File: src/rtl/hazard_ctrl_pkg.sv
// Shared definitions for the pipeline hazard controller and the pipeline registers.
// Latency: n/a (types, constants and pure functions only).
// Backpressure: n/a.
package hazard_ctrl_pkg;

    // Pipeline-register hazard-control encoding
    localparam logic [1:0] HZ_NORMAL = 2'b00;
    localparam logic [1:0] HZ_FLUSH  = 2'b01;
    localparam logic [1:0] HZ_STALL  = 2'b10;

    // MDU occupancy FSM
    typedef enum logic {
        ST_IDLE = 1'b0,
        ST_BUSY = 1'b1
    } mdu_state_t;

    // Resolved pipeline action, listed in priority order
    typedef enum logic [2:0] {
        ACT_MEM_WAIT = 3'd0,
        ACT_BRANCH   = 3'd1,
        ACT_MDU      = 3'd2,
        ACT_LOAD_USE = 3'd3,
        ACT_JUMP     = 3'd4,
        ACT_NONE     = 3'd5
    } hz_act_t;

    // Control bundle driven towards the PC and the pipeline registers
    typedef struct packed {
        logic       pc_wr;
        logic [1:0] if_id;
        logic [1:0] id_ex;
        logic [1:0] ex_mem;
    } hz_ctrl_t;

    // Map a resolved action onto the PC enable and register controls
    function automatic hz_ctrl_t act_to_ctrl(input hz_act_t act);
        hz_ctrl_t c;
        c = '{pc_wr: 1'b1, if_id: HZ_NORMAL, id_ex: HZ_NORMAL, ex_mem: HZ_NORMAL};
        case (act)
            ACT_MEM_WAIT: c = '{pc_wr: 1'b0, if_id: HZ_STALL, id_ex: HZ_STALL,  ex_mem: HZ_STALL};
            ACT_BRANCH:   c = '{pc_wr: 1'b1, if_id: HZ_FLUSH, id_ex: HZ_FLUSH,  ex_mem: HZ_NORMAL};
            ACT_MDU:      c = '{pc_wr: 1'b0, if_id: HZ_STALL, id_ex: HZ_FLUSH,  ex_mem: HZ_NORMAL};
            ACT_LOAD_USE: c = '{pc_wr: 1'b0, if_id: HZ_STALL, id_ex: HZ_FLUSH,  ex_mem: HZ_NORMAL};
            ACT_JUMP:     c = '{pc_wr: 1'b1, if_id: HZ_FLUSH, id_ex: HZ_NORMAL, ex_mem: HZ_NORMAL};
            default:      c = '{pc_wr: 1'b1, if_id: HZ_NORMAL, id_ex: HZ_NORMAL, ex_mem: HZ_NORMAL};
        endcase
        return c;
    endfunction

    // True when the instruction sitting in ID moves on into EX this cycle.
    // A jump flushes IF/ID (the fetched slot), not the jump itself.
    function automatic logic act_advances_id(input hz_act_t act);
        return (act == ACT_JUMP) || (act == ACT_NONE);
    endfunction

endpackage

File: src/rtl/mdu_busy_timer.sv
// MDU occupancy timer: busy for MDU_LAT cycles after each accepted start pulse.
// Latency: busy rises the edge after start; last is combinational from the registered timer.
// Backpressure: none; the timer counts every cycle regardless of pipeline stalls.
module mdu_busy_timer
    import hazard_ctrl_pkg::*;
#(
    parameter int unsigned MDU_LAT = 32
) (
    input  logic clk,
    input  logic rst,
    input  logic start,
    output logic busy,
    output logic last
);

    localparam logic [7:0] LAT_LOAD = 8'(MDU_LAT);

    mdu_state_t state_q, state_d;
    logic [7:0] timer_q, timer_d;

    // State and timer registers, synchronous reset
    always_ff @(posedge clk) begin
        if (rst) begin
            state_q <= ST_IDLE;
            timer_q <= 8'd0;
        end else begin
            state_q <= state_d;
            timer_q <= timer_d;
        end
    end

    // Next-state: load on start, count down while busy, drop out after the final cycle
    always_comb begin
        state_d = state_q;
        timer_d = timer_q;
        case (state_q)
            ST_IDLE: begin
                if (start) begin
                    state_d = ST_BUSY;
                    timer_d = LAT_LOAD;
                end
            end
            ST_BUSY: begin
                if (start) begin
                    // Back-to-back MDU op accepted in the final busy cycle
                    state_d = ST_BUSY;
                    timer_d = LAT_LOAD;
                end else if (timer_q == 8'd1) begin
                    state_d = ST_IDLE;
                    timer_d = 8'd0;
                end else begin
                    timer_d = timer_q - 8'd1;
                end
            end
            default: begin
                state_d = ST_IDLE;
                timer_d = 8'd0;
            end
        endcase
    end

    assign busy = (state_q == ST_BUSY);
    // The final busy cycle is released early so a dependent op can issue into it
    assign last = busy && (timer_q == 8'd1);

endmodule

File: src/rtl/hazard_ctrl.sv
// Central hazard controller: load-use, branch/jump redirect, memory wait and MDU occupancy.
// Latency: hazard controls combinational (act at next edge); MDU_Busy and Stall_Cnt registered.
// Backpressure: Mem_Wait freezes PC and all three pipeline registers for as long as it is high.
module hazard_ctrl
    import hazard_ctrl_pkg::*;
#(
    parameter int unsigned MDU_LAT = 32,
    parameter int unsigned CNT_W   = 32
) (
    input  logic             clk,
    input  logic             rst,
    input  logic [4:0]       ID_RsAddr,
    input  logic [4:0]       ID_RtAddr,
    input  logic             ID_UsesRs,
    input  logic             ID_UsesRt,
    input  logic             ID_IsJump,
    input  logic             ID_IsMdu,
    input  logic             ID_ReadsHiLo,
    input  logic             EX_MemRead,
    input  logic             EX_RegWrite,
    input  logic [4:0]       EX_WrAddr,
    input  logic             EX_BranchTaken,
    input  logic             Mem_Wait,
    output logic             PC_Wr,
    output logic [1:0]       IF_ID_HzCtrl,
    output logic [1:0]       ID_EX_HzCtrl,
    output logic [1:0]       EX_MEM_HzCtrl,
    output logic             MDU_Start,
    output logic             MDU_Busy,
    output logic [CNT_W-1:0] Stall_Cnt
);

    logic       mdu_last;
    logic       rs_hit;
    logic       rt_hit;
    logic       load_use;
    logic       mdu_hazard;
    hz_act_t    act;
    hz_ctrl_t   ctrl;
    logic       mdu_start;
    logic [CNT_W-1:0] stall_cnt_q;

    mdu_busy_timer #(
        .MDU_LAT (MDU_LAT)
    ) u_mdu_timer (
        .clk   (clk),
        .rst   (rst),
        .start (mdu_start),
        .busy  (MDU_Busy),
        .last  (mdu_last)
    );

    // Operand match against a load in EX; each address is qualified by its use flag
    // so undriven fields of non-reading instructions cannot create a hazard.
    always_comb begin
        rs_hit     = ID_UsesRs && (ID_RsAddr == EX_WrAddr);
        rt_hit     = ID_UsesRt && (ID_RtAddr == EX_WrAddr);
        load_use   = EX_MemRead && EX_RegWrite && (EX_WrAddr != 5'd0) && (rs_hit || rt_hit);
        mdu_hazard = MDU_Busy && !mdu_last && (ID_IsMdu || ID_ReadsHiLo);
    end

    // Priority resolution and output drive; reset forces everything quiet
    always_comb begin
        act = ACT_NONE;
        if (Mem_Wait) begin
            act = ACT_MEM_WAIT;
        end else if (EX_BranchTaken) begin
            act = ACT_BRANCH;
        end else if (mdu_hazard) begin
            act = ACT_MDU;
        end else if (load_use) begin
            act = ACT_LOAD_USE;
        end else if (ID_IsJump) begin
            act = ACT_JUMP;
        end
        ctrl      = act_to_ctrl(act);
        mdu_start = ID_IsMdu && act_advances_id(act);
        if (rst) begin
            ctrl      = '{pc_wr: 1'b0, if_id: HZ_NORMAL, id_ex: HZ_NORMAL, ex_mem: HZ_NORMAL};
            mdu_start = 1'b0;
        end
    end

    assign PC_Wr         = ctrl.pc_wr;
    assign IF_ID_HzCtrl  = ctrl.if_id;
    assign ID_EX_HzCtrl  = ctrl.id_ex;
    assign EX_MEM_HzCtrl = ctrl.ex_mem;
    assign MDU_Start     = mdu_start;

    // Saturating count of cycles in which the PC was held
    always_ff @(posedge clk) begin
        if (rst) begin
            stall_cnt_q <= '0;
        end else if (!ctrl.pc_wr && (stall_cnt_q != {CNT_W{1'b1}})) begin
            stall_cnt_q <= stall_cnt_q + CNT_W'(1);
        end
    end

    assign Stall_Cnt = stall_cnt_q;

endmodule

File: config.mk
export PLATFORM = sky130hd
export DESIGN_NAME = hazard_ctrl
export DESIGN_NICKNAME = d
export VERILOG_FILES = /design/src/rtl/hazard_ctrl_pkg.sv /design/src/rtl/mdu_busy_timer.sv /design/src/rtl/hazard_ctrl.sv
export SDC_FILE = /design/constraint.sdc
export NUM_CORES = 1
export LEC_CHECK = 0
export CAP_MARGIN = 20
export CELL_PAD_IN_SITES_DETAIL_PLACEMENT = 2
export CELL_PAD_IN_SITES_GLOBAL_PLACEMENT = 2
export CORE_ASPECT_RATIO = 1.2
export CORE_MARGIN = 4
export CORE_UTILIZATION = 28
export DETAILED_ROUTE_END_ITERATION = 16
export PLACE_DENSITY = 0.88
export SLEW_MARGIN = 10
export SYNTH_ARGS = -nofsm -noshare
export SYNTH_HDL_FRONTEND = slang
export SYNTH_SLANG_ARGS = --single-unit
File: constraint.sdc
create_clock -name clk -period 2.7 [get_ports clk]
set_clock_uncertainty 0.1 [all_clocks]
set_input_delay 0.54 -clock clk [delete_from_list [all_inputs] [get_ports clk]]
set_output_delay 0.54 -clock clk [all_outputs]
set_load 0.02 [all_outputs]
==> metrics.txt <==
worst slew pin tran 0.6594 ns; Wirelength per Cell 17.50 um; post-synthesis cell count 290; Residual DRC 0; Post-synth EDFFs 0; layout cell share with drive strength beyond 1 0.1821; Port Buffers 65; WL final 8435 um; vias per cell 5.349; Final Cycle Share 0.9670; Main synth FF type dfxtp_1; final hold violation count 0; CP endpoint kind output port; Pre-Repair DR Iteration Count 4; status complete, no violations; DP HPWL 6217 um; Fin Setup TNS 0 ns; max-cap violation count 0; Synthesized Nets 319; Mean Syn Cell Area 8.353 um2; clk buf depth 2; Cell Rows 36; Post-Syn Area 2422 um2; total gr overflow 0; initial core utilization 0.2923; CTS tree built; antenna violations before repair 0; most common cell after layout, fill and taps aside clkdlybuf4s50_1; Placed Cells 473; Root Driver clkbuf_8; P_leak 1.253 nW; Final WS setup 0.08903 ns; Worst-Skew Late Latency roughly 0.3 ns; Min-Delay Path Class register to register; placed instance area roughly 3300 um2; Finished Layout Cells 482; hold buffers post-CTS 0; TritonCTS buffer count 5; ranking of synthesized cells by area dfxtp_1 (34%), or4_1 (5.9%), o31ai_1 (5.6%); pin count of the biggest net entering global routing 40; Die H 109.9 um; GR Util All Layers 0.1695; PwrDens 374.3 nW/um2; 1st-iter DRT viols 36; worst endpoint required time 2.06 ns; register bit total from synthesis 41; endpoints failing setup 0; post-synthesis sequential area ratio 0.3388; Chip Width 92.91 um; Reg2Reg Depth 9; pre-CTS setup slack -0.7843 ns; CP Class input port to output port; FFs w/ async S/R, synth 0; Synth Warn # 0; Critical Path AT 1.97 ns; cell area after layout 3411 um2; ant diodes 0; Worst VDD drop 0.1783 mV; most frequent cells in the layout clkdlybuf4s50_1 (43), dfxtp_1 (40), nor2_1 (26); post-route ant nets 0; Final Critical Period roughly 2.6 ns; number of global-route vias before repair 2,850; CTS clk-pin slew, worst paths 0.09 ns; Total Die Area 10,210 um2; Pins Over Slew Limit 0; synth-to-layout area growth 40.81%; Nets 396; Slew HR 0.5563; area of the core 8288 um2; # clock sinks 41; Crit Path Max Fanout 3; Hold Slack 0.4134 ns; RSZ-0062 raised after global routing false; area leader, netlist dfxtp_1; CP Launch Type input port; Ports 67; Yosys top cell area share 0.3388; post-synthesis cell type count 49; fmax 383.0 MHz; Hold Crit Depth 2; H-tree Lvls 2; total number of vias 2,578; gp weighted congestion 0.7343; first-pass GRT wire length 13,920 um
-- repair_timing --
item	4_1_cts	5_1_grt
hold endpoints to repair	0	0
gates resized for setup	57	27
buffers inserted	1	1
pin swaps	14	13
endpoints found under the setup margin	36	16
-- critical path: stages --
cell and delay [ns]:
buf_6 0.10, buf_6 0.11, xor2_1 0.15, nor4_2 0.33, a32oi_2 0.13, o21a_4 0.27
nor2_4 0.09, o21a_1 0.13, buf_6 0.11
-- metal layers --
layer | share of wire | vias to the layer above | track usage
met4 | 0.017 | 0 | 0.05131
li1 | - | 1218 | -
met1 | 0.38 | 1287 | 0.1722
met2 | 0.56 | 61 | 0.3459
met5 | 0 | - | 0
met3 | 0.041 | 12 | 0.03012
-- worst paths after layout --
path,to,slack [ns],from
max reg2reg,Stall_Cnt[27],0.21,u_mdu_timer.timer_q[1]
min reg2reg,Stall_Cnt[13],0.41,Stall_Cnt[13]
min,Stall_Cnt[13],0.41,Stall_Cnt[13]
max,IF_ID_HzCtrl[1],0.09,EX_WrAddr[3]
-- area by class of cell --
cell class,instances,area (um2)
clock buffers,6,72.57
clock inverters,2,10.01
fillers,975,4877
inverters,7,26.28
multi-input cells,223,1535
flip-flops and latches,41,822.0
well taps,114,142.6
repair buffers,89,802.0
-- power breakdown --
part	switching [mW]	total (mW)	leakage (nW)	internal, mW
logic	0.119	0.230	0.876	0.111
registers	0.0139	0.632	0.332	0.618
clock network	0.235	0.415	0.0450	0.180
total	0.368	1.28	1.25	0.909
-- synthesized netlist by cell type, types with 6 or more instances --
cell,number
xor2_1,9
nor2_1,27
nand4_1,8
and3_1,7
mux2_1,7
dfxtp_1,41
nand3_1,14
nand2_1,17
or4_1,19
xnor2_1,6
inv_1,6
a21oi_1,24
clkbuf_1,10
nor2b_1,10
nor4_1,6
o31ai_1,18
-- state kept, by name, summed over array words and instances (netlist names) --
name                 cells
Stall_Cnt               32
u_mdu_timer.busy         1
u_mdu_timer.timer_q      8
-- logic make-up (layout without fill, tap and decap cells) --
| group | count (synthesis) | count (layout) | synth area share |
|---|---|---|---|
| muxes | 10 | 10 | 0.04597 |
| AOI/OAI and AO/OA | 61 | 61 | 0.1710 |
| and+or+nand+nor | 133 | 133 | 0.3161 |
| DFF | 41 | 41 | 0.3388 |
| buffers and inverters | 26 | 104 | 0.05681 |
| other | 1 | 1 | 0.001548 |
| xor gates and xnor gates | 15 | 15 | 0.05424 |
| adders and majority gates | 3 | 3 | 0.01550 |
-- through the flow --
stage / utilization / total power, mW
6_report: 0.4115 / 1.277
5_1_grt: 0.4115 / 1.335
4_1_cts: 0.4063 / 1.282
3_5_place_dp: 0.3955 / 0.8700
3_3_place_gp: 0.3955 / 0.8565
2_1_floorplan: - / 0.7563
Note: power is estimated with default switching activity, not from simulation.
